[src/rtl/delay_line_ctrl.sv]
// delay_line_ctrl: sequences single read/write accesses from an audio effect onto an
// asynchronous external SRAM used as a circular delay line. The write pointer advances by
// one 16-bit word per sample tick; reads/writes address a byte offset behind it.
// Optional feature: define DELAY_LINE_CLEAR_EN to zero the whole SRAM after every reset.
module delay_line_ctrl #(
    parameter int DATA_WIDTH      = 16,
    parameter int ADDR_WIDTH      = 12,
    parameter int SRAM_ADDR_WIDTH = 18,
    parameter int RD_WAIT         = 2
) (
    input  logic                       clk,
    input  logic                       rst,
    input  logic                       sample_tick,
    input  logic                       rd,
    input  logic                       wr,
    input  logic [ADDR_WIDTH-1:0]      offset,
    input  logic [DATA_WIDTH-1:0]      data_in,
    output logic [DATA_WIDTH-1:0]      data_out,
    output logic                       read_finish,
    output logic                       write_finish,
    output logic                       busy,
    output logic [SRAM_ADDR_WIDTH-1:0] sram_addr,
    input  logic [DATA_WIDTH-1:0]      sram_dq_in,
    output logic [DATA_WIDTH-1:0]      sram_dq_out,
    output logic                       sram_dq_oe,
    output logic                       sram_ce_n,
    output logic                       sram_oe_n,
    output logic                       sram_we_n
);

    localparam logic [2:0] S_IDLE     = 3'd0;
    localparam logic [2:0] S_RD_SETUP = 3'd1;
    localparam logic [2:0] S_RD_WAIT  = 3'd2;
    localparam logic [2:0] S_RD_DONE  = 3'd3;
    localparam logic [2:0] S_WR_SETUP = 3'd4;
    localparam logic [2:0] S_WR_PULSE = 3'd5;
    localparam logic [2:0] S_WR_DONE  = 3'd6;
`ifdef DELAY_LINE_CLEAR_EN
    localparam logic [2:0] S_CLEAR    = 3'd7;
    // Highest even word address; the clear sweep ends after writing it.
    localparam logic [SRAM_ADDR_WIDTH-1:0] ADDR_TOP = ~SRAM_ADDR_WIDTH'(1);
`endif

    localparam logic [SRAM_ADDR_WIDTH-1:0] PTR_STEP  = SRAM_ADDR_WIDTH'(2);
    localparam logic [SRAM_ADDR_WIDTH-1:0] EVEN_MASK = ~SRAM_ADDR_WIDTH'(1);
    localparam logic [3:0]                 WAIT_LAST = 4'(RD_WAIT - 1);

    logic [2:0]                 state_q, state_d;
    logic [SRAM_ADDR_WIDTH-1:0] wr_ptr_q;
    logic [SRAM_ADDR_WIDTH-1:0] eff_addr;
    logic [3:0]                 wait_cnt_q;
    logic                       wait_done;
`ifdef DELAY_LINE_CLEAR_EN
    logic                       clr_phase_q;
    logic                       clr_last;
`endif

    // Effective address: offset bytes behind the write pointer, forced word-aligned.
    always_comb begin
        eff_addr  = (wr_ptr_q - SRAM_ADDR_WIDTH'(offset)) & EVEN_MASK;
        wait_done = (wait_cnt_q == WAIT_LAST);
`ifdef DELAY_LINE_CLEAR_EN
        clr_last  = clr_phase_q && (sram_addr == ADDR_TOP);
`endif
    end

    // Next-state decode; rd wins over wr, and strobes outside IDLE are dropped.
    always_comb begin
        state_d = state_q;
        case (state_q)
            S_IDLE: begin
                if (rd) begin
                    state_d = S_RD_SETUP;
                end else if (wr) begin
                    state_d = S_WR_SETUP;
                end
            end
            S_RD_SETUP: state_d = S_RD_WAIT;
            S_RD_WAIT:  state_d = wait_done ? S_RD_DONE : S_RD_WAIT;
            S_RD_DONE:  state_d = S_IDLE;
            S_WR_SETUP: state_d = S_WR_PULSE;
            S_WR_PULSE: state_d = S_WR_DONE;
            S_WR_DONE:  state_d = S_IDLE;
`ifdef DELAY_LINE_CLEAR_EN
            S_CLEAR:    state_d = clr_last ? S_IDLE : S_CLEAR;
`endif
            default:    state_d = S_IDLE;
        endcase
    end

    // State, write pointer and the per-access latched address/data.
    always_ff @(posedge clk or posedge rst) begin
        if (rst) begin
`ifdef DELAY_LINE_CLEAR_EN
            state_q     <= S_CLEAR;
            clr_phase_q <= 1'b0;
`else
            state_q     <= S_IDLE;
`endif
            wr_ptr_q    <= '0;
            wait_cnt_q  <= '0;
            data_out    <= '0;
            sram_addr   <= '0;
            sram_dq_out <= '0;
        end else begin
            state_q <= state_d;

            // The pointer runs independently of the access FSM.
            if (sample_tick) begin
                wr_ptr_q <= wr_ptr_q + PTR_STEP;
            end

            if (state_q == S_RD_WAIT) begin
                wait_cnt_q <= wait_cnt_q + 4'd1;
            end else begin
                wait_cnt_q <= '0;
            end

            case (state_q)
                S_IDLE: begin
                    if (rd) begin
                        sram_addr <= eff_addr;
                    end else if (wr) begin
                        sram_addr   <= eff_addr;
                        sram_dq_out <= data_in;
                    end
                end
                S_RD_WAIT: begin
                    if (wait_done) begin
                        data_out <= sram_dq_in;
                    end
                end
`ifdef DELAY_LINE_CLEAR_EN
                // sram_dq_out stays at its reset value of zero throughout the sweep.
                S_CLEAR: begin
                    clr_phase_q <= ~clr_phase_q;
                    if (clr_phase_q && !clr_last) begin
                        sram_addr <= sram_addr + PTR_STEP;
                    end
                end
`endif
                default: ;
            endcase
        end
    end

    // SRAM strobes and completion pulses decoded from the current state.
    always_comb begin
        sram_ce_n    = 1'b1;
        sram_oe_n    = 1'b1;
        sram_we_n    = 1'b1;
        sram_dq_oe   = 1'b0;
        read_finish  = 1'b0;
        write_finish = 1'b0;
        busy         = (state_q != S_IDLE);
        case (state_q)
            S_RD_SETUP, S_RD_WAIT: begin
                sram_ce_n = 1'b0;
                sram_oe_n = 1'b0;
            end
            S_RD_DONE: begin
                sram_ce_n   = 1'b0;
                read_finish = 1'b1;
            end
            S_WR_SETUP: begin
                sram_ce_n  = 1'b0;
                sram_dq_oe = 1'b1;
            end
            S_WR_PULSE: begin
                sram_ce_n  = 1'b0;
                sram_dq_oe = 1'b1;
                sram_we_n  = 1'b0;
            end
            S_WR_DONE: begin
                sram_ce_n    = 1'b0;
                sram_dq_oe   = 1'b1;
                write_finish = 1'b1;
            end
`ifdef DELAY_LINE_CLEAR_EN
            // Reset parks the FSM in CLEAR, but the bus must stay idle while rst is high.
            S_CLEAR: begin
                if (!rst) begin
                    sram_ce_n  = 1'b0;
                    sram_dq_oe = 1'b1;
                    sram_we_n  = ~clr_phase_q;
                end
            end
`endif
            default: ;
        endcase
    end

endmodule
[config.mk]
export PLATFORM = sky130hd
export DESIGN_NAME = delay_line_ctrl
export DESIGN_NICKNAME = d
export VERILOG_FILES = /design/src/rtl/delay_line_ctrl.sv
export SDC_FILE = /design/constraint.sdc
export NUM_CORES = 1
export LEC_CHECK = 0
export ABC_AREA = 1
export BUFFER_PORTS_ARGS = -buffer_cell sky130_fd_sc_hd__buf_2
export CAP_MARGIN = 20
export CORE_AREA = 2 2 89 91
export CTS_CLUSTER_DIAMETER = 120
export DETAILED_ROUTE_END_ITERATION = 16
export DIE_AREA = 0 0 91 93
export GPL_ROUTABILITY_DRIVEN = 0
export PLACE_DENSITY_LB_ADDON = 0.15
export SLEW_MARGIN = 5
export SYNTH_ARGS = -nofsm -noshare
export SYNTH_HDL_FRONTEND = slang
export SYNTH_SLANG_ARGS = --single-unit
[constraint.sdc]
create_clock -name clk -period 2.7 [get_ports clk]
set_clock_uncertainty 0.1 [all_clocks]
set_input_delay 0.54 -clock clk [delete_from_list [all_inputs] [get_ports clk]]
set_output_delay 0.54 -clock clk [all_outputs]
set_load 0.1 [all_outputs]
=== After elaboration in Yosys (flattened, before gate mapping) ===
Cells that the tools add are included.

* Add/subtract/negate cells: 3
* $mul: 0
* Div/mod/pow operators: 0
* Order comparisons: 0
* Equality and inequality tests: 8
* Shift-type cells: 0
* Mux-type cells: 13
* Bitwise logic cells: 1
* Reductions and logical operators: 9

{| class="wikitable"
|+ Operators by type and width
! operator !! number
|-
| two-way mux 18 bit || 2
|-
| adder 18 x 2 -> 18 bit (second input constant) || 1
|-
| subtractor 18 x 12 -> 18 bit || 1
|-
| case mux 3 bit (5 select lines) || 1
|-
| == test 3 bit (second input constant) || 3
|-
| two-way mux 1 bit || 7
|-
| == test 3 x 2 -> 1 bit (second input constant) || 2
|-
| two-way mux 3 bit || 2
|-
| OR reduction 6 bit || 1
|-
| adder 4 x 1 -> 4 bit (second input constant) || 1
|-
| == test 4 x 1 -> 1 bit (second input constant) || 1
|-
| two-way mux 4 bit || 1
|-
| AND reduction 2 bit || 2
|-
| == test 3 x 1 -> 1 bit (second input constant) || 1
|-
| zero test 3 bit || 1
|-
| != test 3 bit (second input constant) || 1
|-
| AND reduction 3 bit || 1
|-
| nonzero test 3 bit || 1
|-
| OR reduction 3 bit || 1
|-
| nonzero test 2 bit || 1
|-
| OR reduction 2 bit || 1
|-
| inverter 1 bit || 1
|}

* Flip-flop bits (word level): 75
* Bits in latches: 0
* Bits in writable memories: 0
* Memory bits (read-only): 0
* Input bits: 49
* Output and inout port bits: 57
* Word-level logic and storage cells: 40
* Memories: 0

=== Longest topological paths before layout ===
Gate-level depths: netlist (run 1).

* Depth after elaboration: 3
* Mapped depth: 13
* Gate-level depth less buffers: 13

=== Worst setup path after synthesis (run 1) ===
No wires, ideal clock.

* Path type: reg-to-output
* Start point: register state_q[2]
* End point: output port sram_ce_n
* Arrival: 3.080 ns
* Required time: 2.060 ns
* Path slack: -1.020 ns
* Stages on the path, launching flop included: 4
* Buffers on the path: 0
* Cells stage by stage: dfrtp_1 -> inv_2 -> a21oi_1 -> nor2_1

* Longest elaborated chain between the ends: 3
* Elaborated cells between the ends (all ways): 8
* Classes of those cells: eq/ne (6); mux (1); reduce/logical (1)

{| class="wikitable"
|+ Ends and longest elaborated chain
! what !! RTL line !! source
|-
| start: declaration || 48 || <nowiki>logic [2:0] state_q, state_d;</nowiki>
|-
| start signal: assignment || 106 || <nowiki>state_q <= state_d;</nowiki>
|-
| == test 3 x 2 -> 1 bit (tied with other cells) || 156 || <nowiki>case (state_q)</nowiki>
|-
| OR reduction 6 bit (no source line) * || -- ||
|-
| two-way mux 1 bit * || 156 ||
|-
| end: declaration || 26 || <nowiki>output logic sram_ce_n,</nowiki>
|}

Mark *: on every way between the ends. The rest lies on a longest branch, timed or not.

=== Final worst setup path (run 1) ===
* Start point: register state_q[0]
* End point: output port sram_ce_n

The elaborated chain is that of the path after synthesis.

==> results of run 1 <==
[per-stage QoR]
step	cell area, µm²	setup TNS (ns)	hold slack [ns]	utilization [%]	std cells
global placement	4451	0	0.3609	59.13	609
finish	4643	0	0.1699	61.69	624
CTS	4643	0	0.1826	61.69	624
floorplan	3822	-0.1430	0.3579	-	407
detailed placement	4451	0	0.3616	59.13	609
global route	4643	0	0.2118	61.69	624
[cells by family (layout without fill, tap and decap cells)]
group                      count (synthesis)  in the layout
AOI/OAI and AO/OA                         28             28
xor gates and xnor gates                  22             22
adders and majority gates                 15             15
buffers and inverters                     54            169
DFF                                       73             73
muxes                                     32             32
other                                      1              1
and+or+nand+nor                          182            182
[layer usage]
| metal | up-vias | track usage (%) |
|---|---|---|
| met3 | 5 | 4.432 |
| met5 | - | 0 |
| met2 | 93 | 34.69 |
| met1 | 1423 | 26.32 |
| li1 | 1522 | - |
| met4 | 0 | 6.061 |
[sequential cells by signal (all words and copies together) (netlist names)]
register     count
sram_dq_out     16
state_q          3
wait_cnt_q       4
data_out        16
sram_addr       17
wr_ptr_q        17
[worst register-to-register path: cells and delay by family (launching register included)]
family / cells / cell delay (ns)
AOI/OAI and AO/OA: 1 / 0.23
adders and majority gates: 1 / 0.35
DFF: 1 / 0.44
and+or+nand+nor: 7 / 0.65
[final timing paths]
kind / end / slack, ns / startpoint / depth (start not counted)
setup / recovery: sram_ce_n / 0.43 / state_q[0] / 4
hold / removal: sram_dq_out[0] / 0.17 / rst / 2
setup reg to reg: sram_addr[13] / 0.82 / wr_ptr_q[4] / 9
hold reg to reg: sram_addr[12] / 0.38 / sram_addr[12] / 2
max in group asynchronous: wait_cnt_q[0] / 1.66 / rst / 3
min in group clk: sram_dq_out[6] / 0.32 / data_in[6] / 2
[cells in the mapped netlist, drive strengths merged]
cell    count
ha         14
nand3b      1
o21ai      14
mux2       32
a21oi      12
dfrtp      73
nand3      31
nor4        1
buf         5
clkbuf      1
nand4       4
a21o        2
conb        1
fa          1
nor2       37
nand2     101
nor3        7
xnor2       9
inv        48
xor2       13
[final cells by class]
type	instances	area [µm²]	share of cell area [%]
clock buffers	9	123.9	2.668
multi-input cells	280	1768	38.08
repair buffers	106	548.0	11.80
well taps	102	127.6	2.749
flip-flops and latches	73	1827	39.34
clock inverters	6	68.82	1.482
inverters	48	180.2	3.880
==> run_results.csv, run 1 <==
group,metric,value,unit
cells_and_area,fin_nets,582,
worst_setup_path,cp_slowest_cell,"dfrtp_1",
cells_and_area,layout_common_cells,"buf_2, nand2_1, dfrtp_1",
synthesis,netlist_instances,407,
route,vias,3043,
clocking,clock-sinks,73,
cells_and_area,fillers,679,
synthesis,netlist_area,3814,µm²
sta,relSlewSlack,57.01,%
synthesis,postSynthAreaPerCell,9.370,µm²
clocking,clock_latency,0.35,ns
worst_setup_path,worst-path-buf-inv,1,
worst_setup_path,worstPathArrival,1.63,ns
die,die_w,91,µm
grt,antenna_found_initial,0,
die,start_util,50.66,%
clocking,cts_resized,0,
min_path,min_path_type,"in -> async",
grt,grt_pass1_wl,13920,µm
synthesis,synth_fa_ha_area_share,5.118,%
route,drtIter0Drc,134,
sta,fin_crit,2.267,ns
clocking,cts-root-buf,"clkbuf_8",
sta,rsz0062_at_grt,"false",
worst_setup_path,crit_fanout,6,
synthesis,muxShareOfSynthArea,11.22,%
route,drt_wl_total,8009,µm
place,post-place-ws,0.5938,ns
route,wl_met3,474,µm
synthesis,synth_xor_area_share,5.052,%
clocking,cts.path.max_buffers,2,
worst_setup_path,path_cells,"nor2_2 -> nor2_1 -> nor2_1 -> buf_2",
sta,min_period_over_period,83.97,%
grt,grt_max_degree,46,
worst_setup_path,critPathTopFamily,"flip-flops",
worst_setup_path,start_kind,"flip-flop",
clocking,htreeDepth,3,
worst_setup_path,worst_path_most_repeated_cell,"nor2_1",
sta,worstMarginPinSlew,0.6438,ns
synthesis,syn-num-nets,471,
clocking,cts_tree,"done",
worst_setup_path,required,2.06,ns
sta,hold_viol_final,0,
clocking,cts.reportedPaths.clkPinSlew,0.08,ns
clocking,cts_setup_buffers,0,
route,wl_met1,3630,µm
route,first_pass_iters,4,
grt,grt_util_all_layers,20.40,%
synthesis,synth.area.top_cells,"dfrtp_1, nand2_1, mux2_4",
synthesis,yosys.area.top_type,"dfrtp_1",
synthesis,yosysTopAreaCellShare,47.90,%
synthesis,yosys.area_share.simple,20.73,%
worst_setup_path,slowest_delay,0.49,ns
route,vias_per_cell,4.877,
sta,finalSetupViolations,0,
grt,overflow,0,
cells_and_area,final_common_cell,"buf_2",
cells_and_area,area_delta_synth_final,21.75,%
synthesis,synth_top_family_by_area,"simple AND/OR/NAND/NOR gates",
sta,setup_slack,0.4327,ns
synthesis,synth-compound-area-share,3.904,%
route,drc,0,
die,io_pins,106,
cells_and_area,drive_gt1_share,31.99,%
worst_setup_path,path_class,"reg -> out",
clocking,ctsHoldBuffers,0,
synthesis,ys_types,31,
route,wire_per_inst,12.83,µm
route,ant_nets,0,
route,dr_wl_met2,3851,µm
synthesis,ys_ff_latch,73,
place,hpwl,5994,µm
place,io_buffers,104,
grt,grt_pass1_vias,3093,
die,die_area,8463,µm²
die,fp.coreArea,7527,µm²
flow_run,drv_cap,0,
worst_setup_path,critPathCaptureType,"primary output",
sta,slew_violations,0,
sta,max_freq,441.1,MHz
die,rows,32,
synthesis,ys_seq_area_share,47.90,%
synthesis,synth_warnings,0,
outcome,status,"finished, final reports clean",
die,die_h,93,µm
route,top_layer_used,"met4",
clocking,cts-buffers-inserted,9,
cells_and_area,antennaDiodeCount,0,
Power of run 1 is not shown: default switching activity piles up to over one toggle a cycle in this logic, so the estimate is an artifact.
==> inputs of run 2 (changes only) <==
Settings changed: ABC_AREA 1 to 0, CORE_AREA 2 2 89 91 to 2 2 92 94, DIE_AREA 0 0 91 93 to 0 0 94 96.
Clock period 2.7 ns to 1.9 ns, I/O delays scaled along.
==> run 2 against run 1 <==
  * Critical endpoint is now sram_addr[13]
  * Sequential share of layout area decreased by 4.7 points
  * Critical path type is now reg -> reg
  * The flow now finishes with violations (setup timing)
  * Worst setup slack got worse by 0.68 ns
  * Utilization increased by 4.0 points
==> run_results.csv, run 2 <==
group,metric,value,unit
outcome,status,"finished, violations left",
outcome,failed_checks,"setup timing",
cells_and_area,area_delta_synth_final,45.19,%
worst_setup_path,slowest_delay,0.39,ns
cells_and_area,antennaDiodeCount,0,
cells_and_area,layout_common_cells,"buf_2, dfrtp_1, buf_4",
route,drt_wl_total,8022,µm
route,ant_nets,0,
die,die_w,94,µm
worst_setup_path,timing.rr.start,"wr_ptr_q[1]",
worst_setup_path,start_kind,"flip-flop",
worst_setup_path,path_cells,"ha_1 -> nor2b_4 -> o31a_1 -> o31a_4 -> a2111oi_4 -> xnor2_1 -> o21ai_2",
die,fp.coreArea,8051,µm²
sta,fin_crit,2.148,ns
synthesis,ys_seq_area_share,50.17,%
clocking,cts-root-buf,"clkbuf_8",
synthesis,synthArstFlopShare,100.0,%
sta,tns,-2.062,ns
die,io_pins,106,
worst_setup_path,ff2ff_setup_slack,-0.25,ns
cells_and_area,multiInputGateArea,1876,µm²
sta,finalSetupViolations,12,
grt,antenna_found_initial,0,
route,vias,2930,
place,placed_area,4768,µm²
cells_and_area,fin_nets,566,
route,wire_per_inst,13.11,µm
clocking,cts-buffers-inserted,9,
worst_setup_path,path_class,"reg -> reg",
die,die_h,96,µm
route,drc,0,
place,hpwl,5884,µm
sta,slew_violations,0,
worst_setup_path,regToRegEndpoint,"sram_addr[13]",
cells_and_area,drive_gt1_share,50.89,%
worst_setup_path,worstRegToRegCells,7,
synthesis,ys_ff_latch,73,
cells_and_area,finalNonFillerCells,612,
sta,hold_viol_final,0,
cells_and_area,seq_area,1831,µm²
clocking,cts_tree,"done",
route,drtIter0Drc,99,
synthesis,synth_warnings,0,
clocking,clock-sinks,73,
worst_setup_path,worst-path-buf-inv,0,
synthesis,synthTopCellsByCount,"dfrtp_1, nand2_1, mux2_2",
clocking,clock_latency,0.34,ns
route,vias_per_cell,4.788,
worst_setup_path,crit_fanout,5,
die,rows,33,
grt,grt_pass1_wl,12800,µm
cells_and_area,largest_registers,"sram_addr x17, wr_ptr_q x17",
die,start_util,45.22,%
clocking,cts.reportedPaths.clkPinSlew,0.08,ns
worst_setup_path,worstPathArrival,2.29,ns
min_path,min_path_type,"in -> async",
clocking,htreeDepth,3,
synthesis,netlist_instances,333,
cells_and_area,final_common_cell,"buf_2",
cells_and_area,fillers,662,
sta,rsz0062_at_grt,"true",
route,top_layer_used,"met4",
sta,setup_slack,-0.2481,ns
synthesis,yosysTopAreaCellShare,50.17,%
clocking,ctsHoldBuffers,0,
synthesis,yosys.area.top_type,"dfrtp_1",
grt,grt_max_degree,74,
route,wl_met3,456,µm
cells_and_area,design_area,5286,µm²
synthesis,syn-num-nets,397,
route,dr_wl_met2,3884,µm
route,first_pass_iters,4,
synthesis,ys_types,46,
grt,grt_util_all_layers,18.14,%
sta,min_period_over_period,113.1,%
synthesis,synth.area.top_cells,"dfrtp_1, mux2_2, ha_1",
synthesis,netlist_area,3641,µm²
place,dp.cells,581,
worst_setup_path,critPathCaptureType,"flip-flop",
worst_setup_path,required,2.04,ns
clocking,cts.path.max_buffers,2,
synthesis,synth_ff_type,"dfrtp_1",
worst_setup_path,critPathTopFamily,"compound AO/OA/AOI/OAI gates",
route,wl_met1,3604,µm
grt,grt_pass1_vias,2828,
synthesis,synth.most_common_cell,"dfrtp_1",
flow_run,drv_cap,0,
synthesis,synth_edf_count,0,
die,die_area,9024,µm²
sta,max_freq,465.5,MHz
worst_setup_path,cp_slowest_cell,"dfrtp_1",
place,io_buffers,104,
grt,overflow,0,
synthesis,postSynthAreaPerCell,10.93,µm²
sta,hold_slack,0.01444,ns
-- run 2: per-stage QoR --
step,setup slack [ns],utilization [%]
5_1_grt,-0.3406,65.66
2_1_floorplan,-0.4160,-
6_report,-0.2481,65.66
4_1_cts,-0.2536,63.61
3_3_place_gp,-0.3463,59.22
3_5_place_dp,-0.3866,59.22
-- run 2: timing repair --
action                                  CTS  global route
setup buffers                            10             5
resized for setup                        25            29
pin swaps                                10            25
endpoints found under the setup margin   18            21
-- run 2: logic make-up after synthesis --
logic type               Yosys count  synth area share [%]
buffers and inverters             32                 3.918
flip-flops                        73                 50.17
XOR/XNOR                          31                 7.457
adder cells (fa/ha/maj)           15                 5.361
multiplexers                      34                 10.48
AO/OA/AOI/OAI                     55                 10.31
other                              1                0.1030
AND/OR/NAND/NOR                   92                 12.20
-- run 2: how the worst max path moves through the flow --
stage / start / endpoint / depth (start not counted)
finish: wr_ptr_q[1] / sram_addr[13] / 7
CTS: wr_ptr_q[1] / sram_addr[13] / 7
floorplan: state_q[0] / sram_ce_n / 4
global route: wr_ptr_q[1] / sram_addr[13] / 7
global placement: offset[1] / sram_addr[13] / 9
detailed placement: offset[1] / sram_addr[13] / 9
-- run 2: cell type report --
| type | count | share of cell area (%) |
|---|---|---|
| Multi-Input combinational cell | 228 | 35.48 |
| Sequential cell | 73 | 34.63 |
| Timing Repair Buffer | 171 | 22.08 |
| Clock buffer | 10 | 2.604 |
| Tap cell | 105 | 2.485 |
| Inverter | 19 | 1.467 |
| Clock inverter | 6 | 1.254 |
-- run 2: worst register-to-register path, cell delays in order (launching register included) --
cell and delay [ns]:
dfrtp_1 0.39, ha_1 0.27, nor2b_4 0.13, o31a_1 0.26, o31a_4 0.33, a2111oi_4 0.31, xnor2_1 0.18, o21ai_2 0.07
-- run 2: layer usage --
| layer | vias up | global-route usage (%) |
|---|---|---|
| met5 | - | 0 |
| li1 | 1473 | - |
| met1 | 1365 | 22.64 |
| met4 | 0 | 5.435 |
| met2 | 83 | 30.95 |
| met3 | 9 | 4.933 |
Power of run 2 is left out for the same reason.
==> inputs of run 3 (changes only) <==
Settings changed: CORE_AREA 2 2 92 94 to 2 2 105 107, DIE_AREA 0 0 94 96 to 0 0 107 109.
==> run 3 against run 2 <==
  * The flow still finishes with violations (setup timing)
  * Sequential share of layout area is 0.28 points higher
  * Final cell count increased by 5.7%
  * Fmax is 0.63% higher
  * Sequential cell count unchanged
  * Hold slack got worse by 0.011 ns
  * Wire length shrank 1.8%
  * Critical path depth unchanged
  * Non-clock buffer count did not move
  * Register-to-register slack is essentially flat
  * Die area increased by 29%
  * Critical endpoint unchanged
==> run_results.csv, run 3 (synthesized netlist as in run 2, its figures left out) <==
group,metric,value,unit
outcome,status,"finished, violations left",
outcome,failed_checks,"setup timing",
cells_and_area,design_area,5240,µm²
sta,setup_slack,-0.2346,ns
place,io_buffers,104,
sta,tns,-1.682,ns
worst_setup_path,critPathTopFamily,"compound AO/OA/AOI/OAI gates",
min_path,min_path_type,"in -> async",
place,hpwl,5943,µm
clocking,htreeDepth,3,
grt,grt_pass1_vias,2820,
worst_setup_path,slowest_delay,0.39,ns
clocking,cts-buffers-inserted,9,
worst_setup_path,critPathCaptureType,"flip-flop",
clocking,ctsHoldBuffers,0,
clocking,clock-sinks,73,
worst_setup_path,worst-path-buf-inv,0,
clocking,cts.reportedPaths.clkPinSlew,0.08,ns
worst_setup_path,cp_slowest_cell,"dfrtp_1",
die,die_area,11660,µm²
die,io_pins,106,
route,drt_wl_total,7875,µm
clocking,cts-root-buf,"clkbuf_8",
cells_and_area,drive_gt1_share,48.72,%
sta,rsz0062_at_grt,"true",
route,drtIter0Drc,80,
die,die_w,107,µm
grt,grt_pass1_wl,12820,µm
sta,hold_slack,0.003058,ns
sta,slew_violations,0,
grt,overflow,0,
route,ant_nets,0,
cells_and_area,layout_common_cells,"buf_2, dfrtp_1, buf_4",
cells_and_area,final_common_cell,"buf_2",
worst_setup_path,crit_fanout,4,
cells_and_area,fin_nets,566,
clocking,clock_latency,0.35,ns
worst_setup_path,worstPathArrival,2.25,ns
worst_setup_path,worstSetupStartpoint,"wr_ptr_q[1]",
worst_setup_path,required,2.02,ns
sta,min_period_over_period,112.3,%
worst_setup_path,start_kind,"flip-flop",
sta,worstMarginPinSlew,0.7036,ns
sta,relSlewSlack,53.09,%
worst_setup_path,path_class,"reg -> reg",
route,vias_per_cell,4.519,
die,rows,38,
route,first_pass_iters,4,
clocking,cts_tree,"done",
worst_setup_path,path_cells,"ha_1 -> nor2b_4 -> o31a_1 -> o31a_4 -> a2111oi_4 -> xnor2_1 -> o21ai_2",
sta,max_freq,468.5,MHz
sta,finalSetupViolations,12,
grt,grt_max_degree,74,
cells_and_area,antennaDiodeCount,0,
die,start_util,34.34,%
worst_setup_path,timing.rr.start,"wr_ptr_q[1]",
cells_and_area,largest_registers,"sram_addr x17, wr_ptr_q x17",
route,wire_per_inst,12.17,µm
clocking,cts.path.max_buffers,2,
sta,hold_viol_final,0,
route,drc,0,
cells_and_area,area_delta_synth_final,43.92,%
die,fp.coreArea,10600,µm²
die,die_h,109,µm
flow_run,drv_cap,0,
route,vias,2924,
grt,grt_util_all_layers,13.96,%
place,placed_area,4835,µm²
grt,antenna_found_initial,0,
sta,fin_crit,2.135,ns
## run 3: worst reg2reg max path: cells and delay by family (launching register included)
family                     cells  cell delay, ns
AOI/OAI and AO/OA              4            0.95
and+or+nand+nor                1            0.13
xor gates and xnor gates       1            0.17
adders and majority gates      1            0.27
DFF                            1            0.39
## run 3: final timing paths
| path | end | slack [ns] | depth (start not counted) |
|---|---|---|---|
| min | sram_dq_out[0] | 0.003 | 3 |
| max reg2reg | sram_addr[13] | -0.23 | 7 |
| min reg2reg | sram_addr[6] | 0.38 | 2 |
| max in group asynchronous | sram_addr[12] | 1.34 | 3 |
| max | sram_addr[13] | -0.23 | 7 |
| min in group clk | sram_dq_out[13] | 0.14 | 2 |
## run 3: final cells by class
cell class / count / area (µm²)
Timing Repair Buffer: 171 / 1144
Fill cell: 980 / 5363
Sequential cell: 73 / 1829
Clock inverter: 6 / 66.31
Tap cell: 140 / 175.2
Multi-Input combinational cell: 228 / 1821
Clock buffer: 10 / 127.6
Inverter: 19 / 77.57
## run 3: what timing repair did
item                       in CTS  in global routing
setup buffers                   7                  3
resized for setup              18                 19
setup endpoints to repair      16                 23
gates cloned                    0                  0
pin swaps                      10                  7
## run 3: through the flow
step	utilization [%]	instances	setup WS, ns
floorplan	-	333	-0.4160
detailed placement	45.60	621	-0.3918
global placement	45.60	621	-0.3853
global route	49.42	647	-0.3324
finish	49.42	647	-0.2346
CTS	48.56	644	-0.2542
## run 3: metal layers
layer	global-route usage (%)	up-vias	part of all wire, %
li1	-	1480	-
met1	16.35	1356	45
met2	24.61	78	48
met3	4.722	10	6.1
met4	3.618	0	1.0
met5	0	-	0
Power of run 3 is left out for the same reason.
